**src/rtl/async_fifo_wr_ctrl.sv**
```systemverilog
// async_fifo_wr_ctrl: write-domain pointer, full/level/overflow logic of an async FIFO
module async_fifo_wr_ctrl #(
  parameter int ADDR_WIDTH = 3,
  parameter int AF_THRESH  = 6
) (
  input  logic                  i_clk,
  input  logic                  i_rst,
  input  logic                  i_wr_en,
  input  logic [ADDR_WIDTH:0]   i_rd_ptr_gray_sync,
  input  logic                  i_ovf_clr,
  output logic                  o_mem_wr_en,
  output logic [ADDR_WIDTH-1:0] o_wr_addr,
  output logic [ADDR_WIDTH:0]   o_wr_ptr_gray,
  output logic                  o_full,
  output logic                  o_almost_full,
  output logic [ADDR_WIDTH:0]   o_level,
  output logic                  o_overflow
);
  localparam int PW = ADDR_WIDTH + 1;
  logic [PW-1:0] wbin_q, wbin_d, wgray_q, wgray_d, level_q, level_d, rbin, rq;
  logic full_q, full_d, af_q, af_d, ovf_q, ovf_d;
  assign rq = i_rd_ptr_gray_sync;
  for (genvar i = 0; i < PW; i++) begin : g_rbin
    assign rbin[i] = ^rq[PW-1:i];
  end
  always_comb begin
    o_mem_wr_en = i_wr_en & ~full_q;
    wbin_d      = wbin_q + PW'(o_mem_wr_en);
    wgray_d     = wbin_d ^ (wbin_d >> 1);
    full_d      = wgray_d == {~rq[PW-1:PW-2], rq[PW-3:0]};
    level_d     = wbin_d - rbin;
    af_d        = level_d >= PW'(AF_THRESH);
    ovf_d       = (i_wr_en & full_q) | (ovf_q & ~i_ovf_clr);
  end
  always_ff @(posedge i_clk or posedge i_rst) begin
    if (i_rst) begin
      wbin_q  <= '0;
      wgray_q <= '0;
      level_q <= '0;
      full_q  <= 1'b0;
      af_q    <= 1'b0;
      ovf_q   <= 1'b0;
    end else begin
      wbin_q  <= wbin_d;
      wgray_q <= wgray_d;
      level_q <= level_d;
      full_q  <= full_d;
      af_q    <= af_d;
      ovf_q   <= ovf_d;
    end
  end
  assign o_wr_addr     = wbin_q[ADDR_WIDTH-1:0];
  assign o_wr_ptr_gray = wgray_q;
  assign o_full        = full_q;
  assign o_almost_full = af_q;
  assign o_level       = level_q;
  assign o_overflow    = ovf_q;
endmodule

```
**config.mk**
```make
export PLATFORM = sky130hd
export DESIGN_NAME = async_fifo_wr_ctrl
export DESIGN_NICKNAME = d
export VERILOG_FILES = /design/src/rtl/async_fifo_wr_ctrl.sv
export SDC_FILE = /design/constraint.sdc
export NUM_CORES = 1
export LEC_CHECK = 0
export CORE_MARGIN = 2
export CORE_UTILIZATION = 44
export DETAILED_ROUTE_END_ITERATION = 7
export GPL_TIMING_DRIVEN = 0
export PLACE_DENSITY = 0.78
export SLEW_MARGIN = 10
export SYNTH_ARGS = -nofsm -noshare
export SYNTH_HDL_FRONTEND = slang
export SYNTH_SLANG_ARGS = --single-unit
```
**constraint.sdc**
```tcl
create_clock -name i_clk -period 2.8 [get_ports i_clk]
set_clock_uncertainty 0.2 [all_clocks]
set_input_delay 0.56 -clock i_clk [delete_from_list [all_inputs] [get_ports i_clk]]
set_output_delay 0.56 -clock i_clk [all_outputs]
set_load 0.005 [all_outputs]
```
==> out/metrics.cfg, run 1 <==
[power]
p_per_area_mw_per_mm2 = 1410
p_leak_nw = 0.490
total_power_mw = 1.57
peakVddDrop_mv = 0.747

[yosys]
syn_inst = 59
async_reset_ff_frac = 1.00
synth.top_cell.area_share = 0.489
synth_seq_cells = 14
synth-main-ff-cell = dfrtp_1
yosysWarnings = 0
yosys.area.top_type = dfrtp_1
syn-num-nets = 73
netlist_top_cells_area = dfrtp_1, xnor2_1, ha_1, inv_1, xor2_1
netlist_area_um2 = 717
yosys.cell_count.top_type = dfrtp_1
syn_area_per_cell_um2 = 12.2
yosysSeqAreaShare = 0.489
synth_edf_count = 0
ys_types = 20
synth_common_cells = dfrtp_1, inv_1, xnor2_1, ha_1, xor2_1

[sta]
post-route-period-util = 0.978
worst_pin_slew_ns = 0.509
finalMaxSlewViolations = 0
setup_ws_ns = 0.0604
min_period_ns = 2.74
setup_viol = 0
relSlewSlack = 0.661
fmax_mhz = 365
rsz0062_at_grt = false
hold_viol = 0

[critical_path]
arrival_ns = 2.70
reg2reg_slack_ns = 0.47
worstPathCellList = clkdlybuf4s50_1 -> nor2b_2 -> ha_4 -> ha_4 -> inv_2 -> fa_1 -> inv_1 -> o2bb2ai_1 -> a221o_1
cpMostUsedCell = ha_4
crit_slowest_cell = fa_1
path_max_fanout = 5
reg2reg_from = o_full$_DFF_PP0_
critPathLaunchType = input port
reg2reg_to = o_almost_full$_DFF_PP0_
cp.required_ns = 2.76
crit_type = input port to flip-flop
endpoint_kind = flip-flop
r2r_cells = 8
slowest_delay_ns = 0.55

[hold_path]
min_from = o_full$_DFF_PP0_
worstHoldPathType = flip-flop to flip-flop
hold_path_depth = 2
holdPathEnd = o_overflow$_DFF_PP0_

[global_routing]
grt_first_pass_wirelength_um = 2140
grt_pass1_vias = 507
antenna_found_initial = 0
track_usage = 0.153
grt_remaining_overflow = 0
grt_max_degree = 15

[clock_tree]
numCtsBuffers = 3
h-tree-depth = 1
cts_tree = built
root_buffer = clkbuf_4
cts.hold.buffers_added = 0
clk_pin_slew_ns = 0.08
cts_sinks = 14
insertion_delay_ns = 0.27
cts.path.max_buffers = 2

[route]
drt_wl_total_um = 1330
drc = 0
dr.pass1.iters = 4
drt-initial-drc-count = 9
vias = 525
ant_nets = 0
vias_per_cell = 4.77
detail_route.wl_per_cell_um = 12.1

[placement]
portBuffers = 22
dp.final_hpwl_um = 949
gp_congestion = 0.801
dp_cells = 97
place_ws_ns = -0.428

[floorplanning]
dieHeight_um = 44.4
die_w_um = 44.4
dieArea_mm2 = 0.00197
core_area_mm2 = 0.00152
num_rows = 14
ios = 23
initial_core_util = 0.470

[cells_and_area]
areaGrowthSynthToFinish_pct = 55.7
final.fill_count = 96
num-nets-final = 109
layout-drive-gt1-share = 0.255
antenna_cells = 0
finalNonFillerCells = 110

[status]
status = finished clean

[flow_run]
cap_violations = 0

## placed cells by master, fill, tap and decap left out
cell / n
nor2b_2: 1
buf_4: 9
ha_4: 3
clkdlybuf4s50_1: 20
dfrtp_1: 14
inv_2: 1
o32ai_1: 1
o21a_1: 1
o21ai_0: 1
a21boi_0: 1
clkbuf_8: 1
xnor2_2: 2
o2bb2ai_1: 1
nand2_1: 1
xor2_2: 2
nand3_1: 2
a211oi_2: 1
clkbuf_4: 3
ha_2: 1
xnor2_1: 9
inv_1: 9
dlygate4sd2_1: 2
a21oi_1: 1
ha_1: 1
fa_1: 1
xor2_1: 3
a221o_1: 1
or3_1: 1
## area by class of cell
class	count	area [µm²]	area share
Multi-Input combinational cell	35	387	0.346
Sequential cell	14	350	0.314
Timing Repair Buffer	31	285	0.256
Inverter	10	37.5	0.0336
Clock buffer	4	36.3	0.0325
Tap cell	16	20.0	0.0179
## state kept, by name (all words and copies together) (netlist names)
name           count
o_almost_full      1
o_full             1
o_level            4
o_overflow         1
o_wr_ptr_gray      3
wbin_q             4
## timing repair
item | in CTS | in global routing
gates resized for setup | 6 | 6
endpoints found under the setup margin | 1 | 1
pin swaps | 4 | 4
buffers inserted | 2 | 7
## layer usage
layer	GRT usage	wire [µm]	vias to the layer above
met5	0	0	-
met4	0.0909	20	0
met3	0.0245	57	2
met2	0.256	674	17
met1	0.185	576	246
li1	-	-	260
## worst max-delay path, delay by kind of cell
family,cells,cell delay (ns)
AO/OA/AOI/OAI,2,0.42
adder cells (fa/ha/maj),3,1.01
buffers and inverters,3,0.52
AND/OR/NAND/NOR,1,0.18
## cells by family (layout without fill, tap and decap cells)
kind of cell | Yosys count | in the layout | synth area share
AOI/OAI and AO/OA | 8 | 8 | 0.0907
xor gates and xnor gates | 16 | 16 | 0.216
adders and majority gates | 6 | 6 | 0.115
buffers and inverters | 10 | 45 | 0.0524
DFF | 14 | 14 | 0.489
and+or+nand+nor | 5 | 5 | 0.0367
## report_power, final
| group | internal [mW] | total (mW) | switching [mW] | leakage [nW] |
|---|---|---|---|---|
| registers | 0.318 | 0.381 | 0.0638 | 0.167 |
| clock network | 0.0790 | 0.139 | 0.0604 | 0.0210 |
| logic | 0.623 | 1.05 | 0.428 | 0.302 |
## metrics by stage
stage | TNS (ns) | cell area [µm²] | hold slack [ns] | utilization
floorplan | 0 | 717 | 0.249 | -
global placement | -0.655 | 957 | 0.300 | 0.628
detailed placement | -0.709 | 957 | 0.316 | 0.628
CTS | 0 | 1030 | 0.340 | 0.675
global route | 0 | 1120 | 0.391 | 0.732
finish | 0 | 1120 | 0.340 | 0.732
## worst max-delay path by stage
stage / to / cells after the start / startpoint / slack [ns]
floorplan: o_almost_full$_DFF_PP0_ / 8 / i_wr_en / 0.14
global placement: o_almost_full$_DFF_PP0_ / 9 / i_wr_en / -0.42
detailed placement: o_almost_full$_DFF_PP0_ / 9 / i_wr_en / -0.43
CTS: o_almost_full$_DFF_PP0_ / 9 / i_wr_en / 0.0005
global route: o_almost_full$_DFF_PP0_ / 9 / i_wr_en / 0.004
finish: o_almost_full$_DFF_PP0_ / 9 / i_wr_en / 0.06
No activity file was read; power rests on OpenSTA's default activity.
==> run 2: changes to the inputs <==
--- a/config.mk
+++ b/config.mk
@@ -6,10 +6,10 @@
 export NUM_CORES = 1
 export LEC_CHECK = 0
 export CORE_MARGIN = 2
-export CORE_UTILIZATION = 44
+export CORE_UTILIZATION = 33
 export DETAILED_ROUTE_END_ITERATION = 7
 export GPL_TIMING_DRIVEN = 0
-export PLACE_DENSITY = 0.78
+export PLACE_DENSITY = 0.61
 export SLEW_MARGIN = 10
 export SYNTH_ARGS = -nofsm -noshare
 export SYNTH_HDL_FRONTEND = slang
==> out/metrics.cfg, run 2 (synthesis results as in run 1) <==
[route]
ant_nets = 0  ; unchanged
dr.pass1.iters = 2  ; -2
drc = 0  ; unchanged
detail_route.wl_per_cell_um = 10.7  ; -11%
vias = 487  ; -7.2%
vias_per_cell = 4.23  ; -11%
drt-initial-drc-count = 2  ; -7
drt_wl_total_um = 1230  ; -7.2%

[clock_tree]
insertion_delay_ns = 0.27  ; about the same
cts_tree = built
numCtsBuffers = 3  ; unchanged
cts.hold.buffers_added = 0  ; unchanged
root_buffer = clkbuf_4
cts_sinks = 14  ; unchanged
clk_pin_slew_ns = 0.08  ; about the same
cts.path.max_buffers = 2  ; unchanged
h-tree-depth = 1  ; unchanged

[power]
p_leak_nw = 0.466  ; -4.9%
pwr-share-clk = 0.075  ; -0.014
p_int_uw = 930  ; -8.8%
peakVddDrop_mv = 0.550  ; -26%
p_sw_frac = 0.359  ; +0.00773
total_power_mw = 1.45  ; -7.7%
p_per_area_mw_per_mm2 = 1340  ; -4.8%
p_sw_uw = 521  ; -5.6%
comb_power_share = 0.662  ; -0.007
p_seq_frac = 0.264  ; +0.021

[placement]
portBuffers = 22  ; unchanged
placed_cell_area_um2 = 971  ; +1.4%
place_ws_ns = -0.463  ; -0.0349 ns
gp_congestion = 0.712  ; -11%
dp.final_hpwl_um = 937  ; -1.3%
dp_cells = 108  ; +11%

[cells_and_area]
final.fill_count = 184  ; +92%
layout-drive-gt1-share = 0.182  ; -0.0735
fin_area_mm2 = 0.00108  ; -3.0%
antenna_cells = 0  ; unchanged
final_common_cell = clkdlybuf4s50_1
layout_common_cells = clkdlybuf4s50_1, dfrtp_1, inv_1
areaGrowthSynthToFinish_pct = 51.0
multi_input_area_um2 = 390  ; +0.97%
num-nets-final = 104  ; -4.6%
final_core_util = 0.541  ; -0.192
seq_area_um2 = 350  ; unchanged
finalNonFillerCells = 115  ; +4.5%

[floorplanning]
die_w_um = 50.6  ; +14%
dieArea_mm2 = 0.00256  ; +30%
core_area_mm2 = 0.00200  ; +31%
ios = 23  ; unchanged
initial_core_util = 0.358  ; -0.112
dieHeight_um = 50.6  ; +14%
num_rows = 16  ; +2

[global_routing]
grt_pass1_vias = 502  ; -0.99%
grt_remaining_overflow = 0  ; unchanged
antenna_found_initial = 0  ; unchanged
grt_first_pass_wirelength_um = 2210  ; +3.5%
grt_max_degree = 15  ; unchanged
track_usage = 0.122  ; -0.0314

[critical_path]
reg2reg_from = o_full$_DFF_PP0_
endpoint_kind = flip-flop
path_max_fanout = 3  ; -2
reg2reg_to = o_almost_full$_DFF_PP0_
crit_type = input port to flip-flop
cp.required_ns = 2.75  ; about the same
reg2reg_slack_ns = 0.46  ; about the same
arrival_ns = 2.67  ; -0.03 ns
r2r_cells = 8  ; unchanged
critPathLaunchType = input port

[sta]
min_period_ns = 2.72  ; -0.0198 ns
relSlewSlack = 0.638  ; -0.0225
post-route-period-util = 0.971  ; -0.00709
setup_ws_ns = 0.0803  ; +0.0198 ns
setup-tns-final_ns = 0  ; unchanged
hold_viol = 0  ; unchanged
worst_pin_slew_ns = 0.542  ; +0.0338 ns
setup_viol = 0  ; unchanged
finalMaxSlewViolations = 0  ; unchanged
fmax_mhz = 368  ; +0.73%
holdWs_ns = 0.347  ; +0.00739 ns

[status]
status = finished clean

[hold_path]
worstHoldPathType = flip-flop to flip-flop
hold_path_depth = 2  ; unchanged
min_from = o_overflow$_DFF_PP0_
holdPathEnd = o_overflow$_DFF_PP0_

[flow_run]
cap_violations = 0  ; unchanged

==> run 2: layout make-up <==
cell class / instances / share of cell area
Multi-Input combinational cell: 35 / 0.361
Sequential cell: 14 / 0.324
Timing Repair Buffer: 26 / 0.229
Inverter: 10 / 0.0347
Tap cell: 27 / 0.0312
Clock buffer: 3 / 0.0208
==> run 2: power by group through the flow <==
stage	Combinational, mW	Clock [mW]	Sequential (mW)
final	0.960	0.108	0.383
after global routing	1.09	0.122	0.400
after CTS	0.910	0.115	0.378
after detailed placement	0.849	0	0.375
after global placement	0.838	0	0.373
after floorplan	0.525	0	0.387
==> run 2: how the worst max path moves through the flow <==
stage,slack [ns],to,from
after detailed placement,-0.46,o_almost_full$_DFF_PP0_,i_rd_ptr_gray_sync[3]
after CTS,0.02,o_almost_full$_DFF_PP0_,i_wr_en
after floorplan,0.14,o_almost_full$_DFF_PP0_,i_wr_en
after global routing,-0.001,o_almost_full$_DFF_PP0_,i_wr_en
after global placement,-0.44,o_almost_full$_DFF_PP0_,i_rd_ptr_gray_sync[2]
final,0.08,o_almost_full$_DFF_PP0_,i_wr_en
==> run 2: critical path, cell delays in order <==
cell and delay [ns]:
clkdlybuf4s50_1 0.42, nor2b_4 0.14, ha_4 0.17, ha_4 0.27, inv_1 0.07, fa_1 0.56
inv_1 0.06, o2bb2ai_1 0.11, a221o_1 0.30
==> run 2: timing repair <==
| item | 4_1_cts | 5_1_grt |
|---|---|---|
| pin swaps | 5 | 2 |
| buffers inserted | 2 | 2 |
| resized for setup | 7 | 4 |
| cloned | 0 | 0 |
| endpoints found under the setup margin | 1 | 1 |
==> run 2: per-layer routing <==
metal / GRT usage / up-vias / wire, µm
met1: 0.156 / 217 / 543
met2: 0.184 / 16 / 580
li1: - / 252 / -
met4: 0.0946 / 0 / 33
met5: 0 / - / 0
met3: 0.0149 / 2 / 76
==> run 3: changes to the inputs <==
--- a/config.mk
+++ b/config.mk
@@ -5,8 +5,9 @@
 export SDC_FILE = /design/constraint.sdc
 export NUM_CORES = 1
 export LEC_CHECK = 0
-export CORE_MARGIN = 2
+export CORE_MARGIN = 4
 export CORE_UTILIZATION = 33
+export CTS_CLUSTER_DIAMETER = 40
 export DETAILED_ROUTE_END_ITERATION = 7
 export GPL_TIMING_DRIVEN = 0
 export PLACE_DENSITY = 0.61
==> out/metrics.cfg, run 3 (synthesis results as in run 1) <==
[status]
status = finished clean

[critical_path]
path_max_fanout = 5  ; +2
cpMostUsedCell = inv_1
slowest_delay_ns = 0.54  ; -0.02 ns
endpoint_kind = flip-flop
arrival_ns = 2.70  ; +0.03 ns
crit_slowest_cell = fa_1
crit_buf_inv = 3  ; unchanged
path_delay_family = adder cells
worstPathCellList = clkdlybuf4s50_1 -> nor2b_1 -> ha_2 -> ha_4 -> inv_1 -> fa_1 -> inv_1 -> o2bb2ai_1 -> a221o_1
critPathLaunchType = input port
crit_type = input port to flip-flop
cp.required_ns = 2.76  ; about the same

[route]
detail_route.wl_per_cell_um = 11.2  ; +4.0%
drt_wl_total_um = 1330  ; +7.6%
vias_per_cell = 4.33  ; +2.2%
met3_length_um = 81  ; +6.6%
top_layer_used = met4
vias = 515  ; +5.7%
dr.pass1.iters = 2  ; unchanged
met2WireLength_um = 595  ; +2.6%
wl_met1_um = 599  ; +10%
ant_nets = 0  ; unchanged
drt-initial-drc-count = 3  ; +1
drc = 0  ; unchanged

[power]
p_per_area_mw_per_mm2 = 1380  ; +3.1%
peakVddDrop_mv = 0.567  ; +3.1%
total_power_mw = 1.54  ; +6.1%
p_leak_nw = 0.480  ; +3.2%

[global_routing]
grt_pass1_vias = 470  ; -6.4%
antenna_found_initial = 0  ; unchanged
grt_first_pass_wirelength_um = 2190  ; -0.90%
track_usage = 0.110  ; -0.0113
grt_remaining_overflow = 0  ; unchanged
grt_max_degree = 15  ; unchanged

[sta]
setup-tns-final_ns = 0  ; unchanged
post-route-period-util = 0.978  ; +0.00651
hold_viol = 0  ; unchanged
setup_viol = 0  ; unchanged
setup_ws_ns = 0.0620  ; -0.0182 ns
fmax_mhz = 365  ; -0.67%
relSlewSlack = 0.651  ; +0.0129
min_period_ns = 2.74  ; +0.0182 ns
finalMaxSlewViolations = 0  ; unchanged
worst_pin_slew_ns = 0.523  ; -0.0193 ns
holdWs_ns = 0.315  ; -0.0319 ns

[floorplanning]
dieArea_mm2 = 0.00298  ; +16%
num_rows = 16  ; unchanged
dieHeight_um = 54.6  ; +7.9%
die_w_um = 54.6  ; +7.9%
ios = 23  ; unchanged
initial_core_util = 0.355  ; -0.00355
core_area_mm2 = 0.00202  ; +1.0%

[placement]
portBuffers = 22  ; unchanged
dp.final_hpwl_um = 1000  ; +7.1%
dp_cells = 108  ; unchanged
placed_cell_area_um2 = 971  ; unchanged
gp_congestion = 0.686  ; -3.6%
place_ws_ns = -0.464  ; -0.000459 ns

[hold_path]
worstHoldPathType = flip-flop to flip-flop

[cells_and_area]
areaGrowthSynthToFinish_pct = 55.3
fin_area_mm2 = 0.00111  ; +2.9%
finalNonFillerCells = 119  ; +3.5%
layout-drive-gt1-share = 0.217  ; +0.0356
final_core_util = 0.551  ; +0.0101
num-nets-final = 107  ; +2.9%
final_common_cell = clkdlybuf4s50_1
layout_common_cells = clkdlybuf4s50_1, dfrtp_1, inv_1
antenna_cells = 0  ; unchanged

[clock_tree]
cts_tree = built
cts.hold.buffers_added = 0  ; unchanged
cts.path.max_buffers = 2  ; unchanged
cts_sinks = 14  ; unchanged
clk_pin_slew_ns = 0.08  ; about the same
numCtsBuffers = 3  ; unchanged
root_buffer = clkbuf_4
h-tree-depth = 1  ; unchanged
insertion_delay_ns = 0.27  ; about the same

[flow_run]
cap_violations = 0  ; unchanged

run 3: changes by cell type in the layout (fill, tap and decap cells not counted):
cell,previous run,this run
nor2b_4,1,0
ha_2,1,2
buf_4,4,7
nor2b_1,0,1
clkbuf_8,0,1
ha_1,2,1
run 3: repair_timing:
action / 4_1_cts / 5_1_grt
pin swaps: 2 / 3
endpoints found under the setup margin: 1 / 1
setup buffers: 1 / 6
gates resized for setup: 7 / 3
run 3: final timing paths:
path / start / endpoint / slack (ns) / depth (start not counted)
max reg2reg: o_full$_DFF_PP0_ / o_almost_full$_DFF_PP0_ / 0.46 / 8
min: o_full$_DFF_PP0_ / o_overflow$_DFF_PP0_ / 0.32 / 2
min in group asynchronous: i_rst / o_level[2]$_DFF_PP0_ / 0.42 / 2
max: i_wr_en / o_almost_full$_DFF_PP0_ / 0.06 / 9
max in group asynchronous: i_rst / wbin_q[3]$_DFF_PP0_ / 1.64 / 2
min reg2reg: o_full$_DFF_PP0_ / o_overflow$_DFF_PP0_ / 0.32 / 2
run 3: worst reg2reg max path: stages (launching register included):
cell	delay (ns)
dfrtp_1	0.39
nor2b_1	0.16
ha_2	0.24
ha_4	0.16
inv_1	0.07
fa_1	0.54
inv_1	0.06
o2bb2ai_1	0.11
a221o_1	0.30
run 3: report_power, final:
| group | leakage [nW] | internal, mW | switching, mW |
|---|---|---|---|
| registers | 0.167 | 0.317 | 0.0604 |
| clock network | 0.0210 | 0.0790 | 0.0646 |
| logic | 0.292 | 0.604 | 0.414 |
run 3: area by class of cell:
type                       count  area (µm²)
fill                         186         908
tap                           27        33.8
inverter                      10        37.5
multi-input combinational     35         385
sequential                    14         350
timing repair buffer          29         270
clock buffer                   4        36.3
run 3: routing by layer:
| layer | global-route usage | vias up |
|---|---|---|
| met3 | 0.0272 | 4 |
| li1 | - | 256 |
| met2 | 0.173 | 17 |
| met1 | 0.126 | 238 |
| met5 | 0 | - |
| met4 | 0.0871 | 0 |
